[config.mk]
export PLATFORM = sky130hd
export DESIGN_NAME = vertex_deserializer
export DESIGN_NICKNAME = d
export VERILOG_FILES = /design/src/rtl/vertex_deserializer.sv
export SDC_FILE = /design/constraint.sdc
export NUM_CORES = 1
export LEC_CHECK = 0
export BUFFER_PORTS_ARGS = -buffer_cell sky130_fd_sc_hd__buf_2
export CAP_MARGIN = 20
export CORE_MARGIN = 5
export CORE_UTILIZATION = 42
export CTS_BUF_LIST = sky130_fd_sc_hd__clkbuf_8 sky130_fd_sc_hd__clkbuf_16
export DETAILED_ROUTE_END_ITERATION = 6
export GPL_TIMING_DRIVEN = 0
export SLEW_MARGIN = 25
export SYNTH_ARGS = -nofsm -noshare
export SYNTH_HDL_FRONTEND = slang
export SYNTH_SLANG_ARGS = --single-unit
export TNS_END_PERCENT = 5
[constraint.sdc]
create_clock -name clk -period 4.9 [get_ports clk]
set_input_delay 0.245 -clock clk [delete_from_list [all_inputs] [get_ports clk]]
set_output_delay 0.245 -clock clk [all_outputs]
set_load 0.01 [all_outputs]
[src/rtl/vertex_deserializer.sv]
// Collects NSLOT serial coordinate words into a shadow frame and publishes the
// full frame on out_data. The next frame is collected while the previous one waits.
module vertex_deserializer #(
  parameter int WIDTH  = 10,
  parameter int NVERT  = 3,
  parameter int NCOORD = 2
) (
  input  logic                            clk,
  input  logic                            reset,
  input  logic                            start,
  input  logic                            abort,
  input  logic                            in_valid,
  input  logic [WIDTH-1:0]                in_data,
  output logic                            in_ready,
  output logic                            out_valid,
  input  logic                            out_ready,
  output logic [NVERT*NCOORD*WIDTH-1:0]   out_data,
  output logic                            busy,
  output logic                            restart_err
);

  localparam int NSLOT   = NVERT * NCOORD;
  localparam int IDX_W   = (NSLOT > 1) ? $clog2(NSLOT) : 1;
  localparam int FRAME_W = NSLOT * WIDTH;
  localparam logic [IDX_W-1:0] LAST_IDX = IDX_W'(NSLOT - 1);

  typedef enum logic {
    IDLE    = 1'b0,
    COLLECT = 1'b1
  } state_t;

  state_t               state_q, state_d;
  logic [IDX_W-1:0]     idx_q, idx_d;
  logic [FRAME_W-1:0]   shadow_q, shadow_d;
  logic [FRAME_W-1:0]   out_data_q, out_data_d;
  logic                 out_valid_q, out_valid_d;
  logic                 restart_err_q, restart_err_d;
  logic                 last_stall;
  logic                 accept;

  always_ff @(posedge clk or posedge reset) begin
    if (reset) begin
      state_q       <= IDLE;
      idx_q         <= '0;
      shadow_q      <= '0;
      out_data_q    <= '0;
      out_valid_q   <= 1'b0;
      restart_err_q <= 1'b0;
    end else begin
      state_q       <= state_d;
      idx_q         <= idx_d;
      shadow_q      <= shadow_d;
      out_data_q    <= out_data_d;
      out_valid_q   <= out_valid_d;
      restart_err_q <= restart_err_d;
    end
  end

  always_comb begin
    state_d       = state_q;
    idx_d         = idx_q;
    shadow_d      = shadow_q;
    out_data_d    = out_data_q;
    out_valid_d   = out_valid_q;
    restart_err_d = 1'b0;

    // The final word may only land once the output register is free to take it.
    last_stall = (idx_q == LAST_IDX) && out_valid_q && !out_ready;
    in_ready   = (state_q == COLLECT) && !abort && !start && !last_stall;
    accept     = in_valid && in_ready;

    if (out_valid_q && out_ready) begin
      out_valid_d = 1'b0;
    end

    case (state_q)
      IDLE: begin
        idx_d = '0;
        if (start && !abort) begin
          state_d = COLLECT;
        end
      end
      COLLECT: begin
        if (abort) begin
          state_d = IDLE;
          idx_d   = '0;
        end else if (start) begin
          idx_d         = '0;
          restart_err_d = 1'b1;
        end else if (accept) begin
          shadow_d[int'(idx_q)*WIDTH +: WIDTH] = in_data;
          if (idx_q == LAST_IDX) begin
            // Final word bypasses the shadow straight into the published frame.
            out_data_d                            = shadow_q;
            out_data_d[(NSLOT-1)*WIDTH +: WIDTH]  = in_data;
            out_valid_d                           = 1'b1;
            state_d                               = IDLE;
            idx_d                                 = '0;
          end else begin
            idx_d = idx_q + 1'b1;
          end
        end
      end
      default: begin
        state_d = IDLE;
        idx_d   = '0;
      end
    endcase
  end

  assign out_valid   = out_valid_q;
  assign out_data    = out_data_q;
  assign busy        = (state_q == COLLECT);
  assign restart_err = restart_err_q;

endmodule
### After elaboration in Yosys (flattened, before gate mapping)

Cells that the tools add are included.

| word-level totals | value |
|---|---|
| register bits | 126 |

| cells by class | value |
|---|---|
| mux-type cells | 21 |
| multiply operators | 1 |
| reduce and logical (&&, ||, !) cells | 14 |
| shift-type cells | 2 |
| eq/ne operators | 2 |
| bitwise operators | 3 |
| add/sub/neg operators | 2 |

Operators by type and width:

| kind | number |
|---|---|
| bitwise mux 60 bit | 1 |
| variable shift 10 x 33 -> 60 bit, first input constant | 1 |
| indexed part select 10 x 33 -> 60 bit | 1 |
| negator 7 -> 33 bit | 1 |
| 2-to-1 mux 1 bit | 14 |
| 2-to-1 mux 3 bit | 4 |
| logical AND 1 bit | 8 |
| multiplier 3 x 3 -> 6 bit, second input constant | 1 |
| case mux 3 bit (2 select lines) | 1 |
| AND reduction 5 bit | 1 |
| zero test 1 bit | 4 |
| != test 4 x 3 -> 1 bit, second input constant | 1 |
| AND reduction 4 bit | 1 |
| adder 3 x 1 -> 3 bit, second input constant | 1 |
| == test 3 bit, second input constant | 1 |
| inverter 1 bit | 3 |
| case mux 1 bit (2 select lines) | 1 |

### Logic depth before layout (Yosys ltp)

| depth | value |
|---|---|
| word-level depth | 10 |
| depth in mapped cells | 12 |

### Worst setup path before layout

OpenSTA, ideal clock, no wires.

| timing | value |
|---|---|
| path kind | register to register |
| start | reg idx_q[2] |
| end | reg shadow_q[36] |
| data arrival time | 3.282 ns |
| period minus slack after synthesis | 3.407 ns |
| slack | 1.493 ns |
| required time | 4.775 ns |
| path buffers | 1 |
| stages on the path, launching flop included | 13 |
| cells stage by stage | dfrtp_1 -> ha_1 -> ha_1 -> inv_1 -> ha_1 -> buf_2 -> nor4_1 -> ha_1 -> nand3_1 -> or4_4 -> or2_2 -> nor2_1 -> mux2_2 |

| on the way | value |
|---|---|
| word-level cells in the longest chain between the ends | 7 |
| elaborated cells on any way between the ends | 12 |
| classes of those cells | add/sub (1); mul (1); eq/ne (1); shift (2); mux (1); reduce/logical (6) |

RTL lines:

| item | RTL line | text |
|---|---|---|
| start: declaration | 33 | `logic [IDX_W-1:0] idx_q, idx_d;` |
| start signal: assignment | 51 | `idx_q <= idx_d;` |
| parallel branches: the longest is 7 deep, another holds negator 7 -> 33 bit | - |  |
| end signal: assignment | 52 | `shadow_q <= shadow_d;` |
| end: declaration | 34 | `logic [FRAME_W-1:0] shadow_q, shadow_d;` |

Parallel ways; which one is timed is not known.
A chain may end at the register's enable or synchronous reset.

### Worst setup path after layout

| timing | value |
|---|---|
| start | reg idx_q[2] |
| end | reg shadow_q[17] |

The elaborated chain is that of the path after synthesis.

==> metrics list <==
- Cell count after synthesis: 506
* Via count of the first global-routing pass: 4,586
- Post-synth top area share: 49.9%
- Cell leakage power: 3.51 nW
* Number of nets in the layout: 630
- The worst register-to-register path begins at idx_q[2]$_DFFE_PP0P_.
- Total of flip-flops plus latches after synthesis: 116
- The signal on the critical path passes through ha_1 > ha_1 > inv_1 > ha_1 > buf_2 > nor4_1 > ha_1 > nand3_1 > nor4_2 > nand3_1 > nor2_1 > mux2_2.
* Worst reg2reg endpoint: shadow_q[17]$_DFFE_PP0P_
* Measured slew at the worst slew-check pin: 0.801 ns
- Area of the die: 16,300 µm²
* Growth of design area from synthesis to finish: 23.0%
* Max-capacitance violation count: 0
- Count of cells along the worst hold path: 2
* Buffer type at the clock tree root: clkbuf_16
* Post-synth EDFFs: 0
- Fill cells in the final layout number 1,241.
- The tightest min-delay check is of the primary input to register type.
* Largest fanout on the critical path: 10
- In this run the horizontal extent of the chip is 128 µm.
* Pwr Density: 346 nW/µm²
- After floorplanning, the core was divided into 43 placement rows.
- When the netlist entered floorplanning its net count stood at 530.
* Data arrival time of the critical path: 4.36 ns
- Number of cells on the critical path: 12
- Once the floorplan was initialized, standard cells occupied 42.4% of the core.
- A synthesized cell averages 11.5 µm².
- The most used flip-flop cell after synthesis is dfrtp_1.
- Largest delay contributor family on the critical path: simple AND/OR/NAND/NOR gates
* Final critical path time including I/O delays and setup: 4.07 ns
* Worst path most repeated cell: ha_1
- Setup violations remaining at the end of the flow were counted as 0.
- Post-Syn Area: 5810 µm²
- The first global-routing pass estimated 25,800 µm of wire.
- Counting distinct cell types in the post-synthesis netlist gives 64.
- In the post-route analysis, the smallest setup slack over all paths is 0.834 ns.
* Maximum operating frequency: 0.246 GHz
* Crit path from: idx_q[2]$_DFFE_PP0P_
* Number of sinks handled by clock tree synthesis: 116
* Fraction of final layout cells with drive strength greater than 1: 38.4%
* Cell Count, Final, Fillers Out: 799
- Of all cell types, the one taking the most synthesized area is dfrtp_1.
- Clock Latency Late Sink: 0.41 ns
- Top-count cell post-synth: dfrtp_1
* Worst setup slack for register-to-register paths: 0.83 ns
- Total number of vias: 4,537
- For this run, design rule violations remaining after detail routing come to 0.
- Drt wl/cell: 20.2 µm
- The multi-input combinational cells in the finished layout cover a total of 2760 µm².
- Pin count of the biggest net entering global routing: 67
* Worst Setup Start Kind: register
- Following the worst setup path forward leads to its endpoint at shadow_q[17]$_DFFE_PP0P_.
* Headroom to the max-slew limit: 46.4%
* Antenna violation net count after detailed routing: 0
* Number of antenna violations at the first check in global routing: 0
- Buffers inserted during clock tree synthesis total 17.
* Number of max-slew violations in the final report: 0
- Wire length reported by the detailed router: 16,100 µm
* Cell count after placement: 766
* Number of port buffers: 79
- Data on the critical path is required at its endpoint by 5.19 ns.
- Leading post-synthesis cells by cell area: dfrtp_1 50%, mux2_2 20%, nand2_1 3.1%, o22ai_1 2.3%, o21ai_0 1.9%
- Global routing used 20.7% of the available tracks.
* Final std cell area, no fill: 7150 µm²
* Number of warning messages in the yosys log: 0
- The number of failing hold endpoints at the final stage came to 0.
- Setup total negative slack: 0 ns
* Die span in y: 128 µm
* Number of DRC markers in iteration 0: 373
* Post-DP Area: 6470 µm²
* Final clock period utilization by the worst path: 83.0%
- Largest incremental delay on the critical path: 0.46 ns
- CTS tree: yes
- The clock passes through at most 2 buffers.
- Before antenna repair, the detailed router went through 5 iterations.
- Outcome: completed
- The region available for standard cell placement spans 13,700 µm².
* Pre-CTS setup slack: 0.844 ns
- Clock-pin slew was measured on the worst setup and hold paths at 0.05 ns.
* Overflow left after global routing: 0
- Kind of critical path: register to register
- Max IR drop VDD: 232 µV
- After detailed routing, the number of vias per cell comes to 5.68.
- The H-tree generated during clock tree synthesis spans 4 levels.
- 80 I/O pins were placed.
- Category of the worst setup path capture point: register
- Most frequent cells after synthesis: 116 x dfrtp_1, 101 x mux2_2, 48 x nand2_1, 22 x o21ai_0
- The number of cells on the worst reg-to-reg path is 12.
- The congestion estimate from routability-driven global placement came to 0.922.
* Unrepaired setup endpoints after global routing: no
- Counting flops with an async set or reset pin after synthesis yields a share of 100%.
- The HPWL after detailed placement is 12,100 µm.
- The slowest stage of the critical path belongs to the cell dfrtp_1.
- The completed layout was analyzed and its total power is 2.48 mW.
* Count of buffering cells on the critical path with inverters included: 2
- Sequential share of the synthesized area: 49.9%
* Storage element area: 2900 µm²
- The number of antenna diodes in the final layout is 0.
- Final clock skew: 0.00663 ns
-- metrics by stage --
| stage | util, % | hold slack (ns) |
|---|---|---|
| 2_1_floorplan | - | 0.311 |
| 3_3_place_gp | 46.9 | 0.444 |
| 3_5_place_dp | 47.1 | 0.320 |
| 4_1_cts | 52.1 | 0.0126 |
| 5_1_grt | 52.1 | 0.0184 |
| 6_report | 52.1 | 0.0287 |
-- logic make-up after synthesis --
| logic type | Yosys count | synth area share (%) |
|---|---|---|
| simple gates | 133 | 12.0 |
| flops | 116 | 49.9 |
| mux | 109 | 21.2 |
| compound gates | 96 | 11.2 |
| buf+inv | 35 | 2.60 |
| xor+xnor | 9 | 1.36 |
| fa+ha+maj | 8 | 1.72 |
-- what timing repair did --
action	in CTS	in global routing
hold buffers	1	0
setup buffers	0	0
resized for setup	0	0
endpoints found under the hold margin	50	0
-- worst min-delay path by stage --
stage / startpoint / endpoint / slack, ns
3_5_place_dp: reset / shadow_q[22]$_DFFE_PP0P_ / 0.32
4_1_cts: abort / busy$_DFF_PP0_ / 0.01
6_report: abort / busy$_DFF_PP0_ / 0.03
3_3_place_gp: out_ready / out_valid$_DFF_PP0_ / 0.44
5_1_grt: abort / busy$_DFF_PP0_ / 0.02
2_1_floorplan: abort / busy$_DFF_PP0_ / 0.31
-- cells in the final DEF (no fill, tap or decap), types with 3 or more instances in the layout --
| cell | synthesis | layout |
|---|---|---|
| inv_1 | 9 | 9 |
| xnor2_1 | 5 | 5 |
| o32ai_1 | 3 | 3 |
| mux2_2 | 101 | 101 |
| a31oi_1 | 5 | 5 |
| clkinvlp_4 | 0 | 3 |
| nor4_1 | 3 | 3 |
| clkbuf_16 | 0 | 17 |
| nand4_1 | 3 | 3 |
| nor2_1 | 21 | 21 |
| bufinv_16 | 0 | 6 |
| xor2_1 | 4 | 4 |
| nand3_1 | 20 | 20 |
| a21oi_1 | 18 | 18 |
| nand2_1 | 48 | 48 |
| and2_1 | 3 | 3 |
| o22ai_1 | 21 | 21 |
| dfrtp_1 | 116 | 116 |
| ha_1 | 8 | 8 |
| o21ai_0 | 22 | 22 |
| o2bb2ai_1 | 4 | 4 |
| o31ai_1 | 4 | 4 |
| nand3b_1 | 3 | 3 |
| clkbuf_1 | 16 | 16 |
| o22a_1 | 4 | 4 |
| buf_2 | 7 | 86 |
| mux2i_1 | 5 | 5 |
| nor3_1 | 4 | 4 |
-- registers in the layout, summed over array words and instances, names as in the netlist --
register     count
idx_q            3
restart_err      1
out_valid        1
shadow_q        50
out_data        60
busy             1
-- routing by layer --
layer / track usage, % / vias up / routed length, µm
li1: - / 2074 / -
met1: 28.8 / 2286 / 7300
met2: 32.1 / 152 / 7550
met3: 5.14 / 25 / 910
met4: 6.68 / 0 / 339
met5: 0 / - / 0
-- report_power, final --
group / total [mW] / switching, mW / internal [mW]
combinational: 0.0868 / 0.0533 / 0.0335
clock: 1.40 / 0.432 / 0.963
sequential: 0.994 / 0.0125 / 0.982
total: 2.48 / 0.498 / 1.98
-- worst register-to-register path, cell delays in order, from the launching register on --
cell	delay [ns]
dfrtp_1	0.46
ha_1	0.19
ha_1	0.16
inv_1	0.05
ha_1	0.44
buf_2	0.30
nor4_1	0.09
ha_1	0.43
nand3_1	0.23
nor4_2	0.47
nand3_1	0.37
nor2_1	0.36
mux2_2	0.38
-- layout make-up --
| cell class | instances | area share, % |
|---|---|---|
| repair buffers | 81 | 6.06 |
| clock inverters | 14 | 3.27 |
| plain buffers | 25 | 1.59 |
| flip-flops and latches | 116 | 40.6 |
| multi-input cells | 355 | 38.6 |
| well taps | 180 | 3.15 |
| inverters | 10 | 0.595 |
| clock buffers | 18 | 6.14 |
No activity file was read; power rests on OpenSTA's default activity.
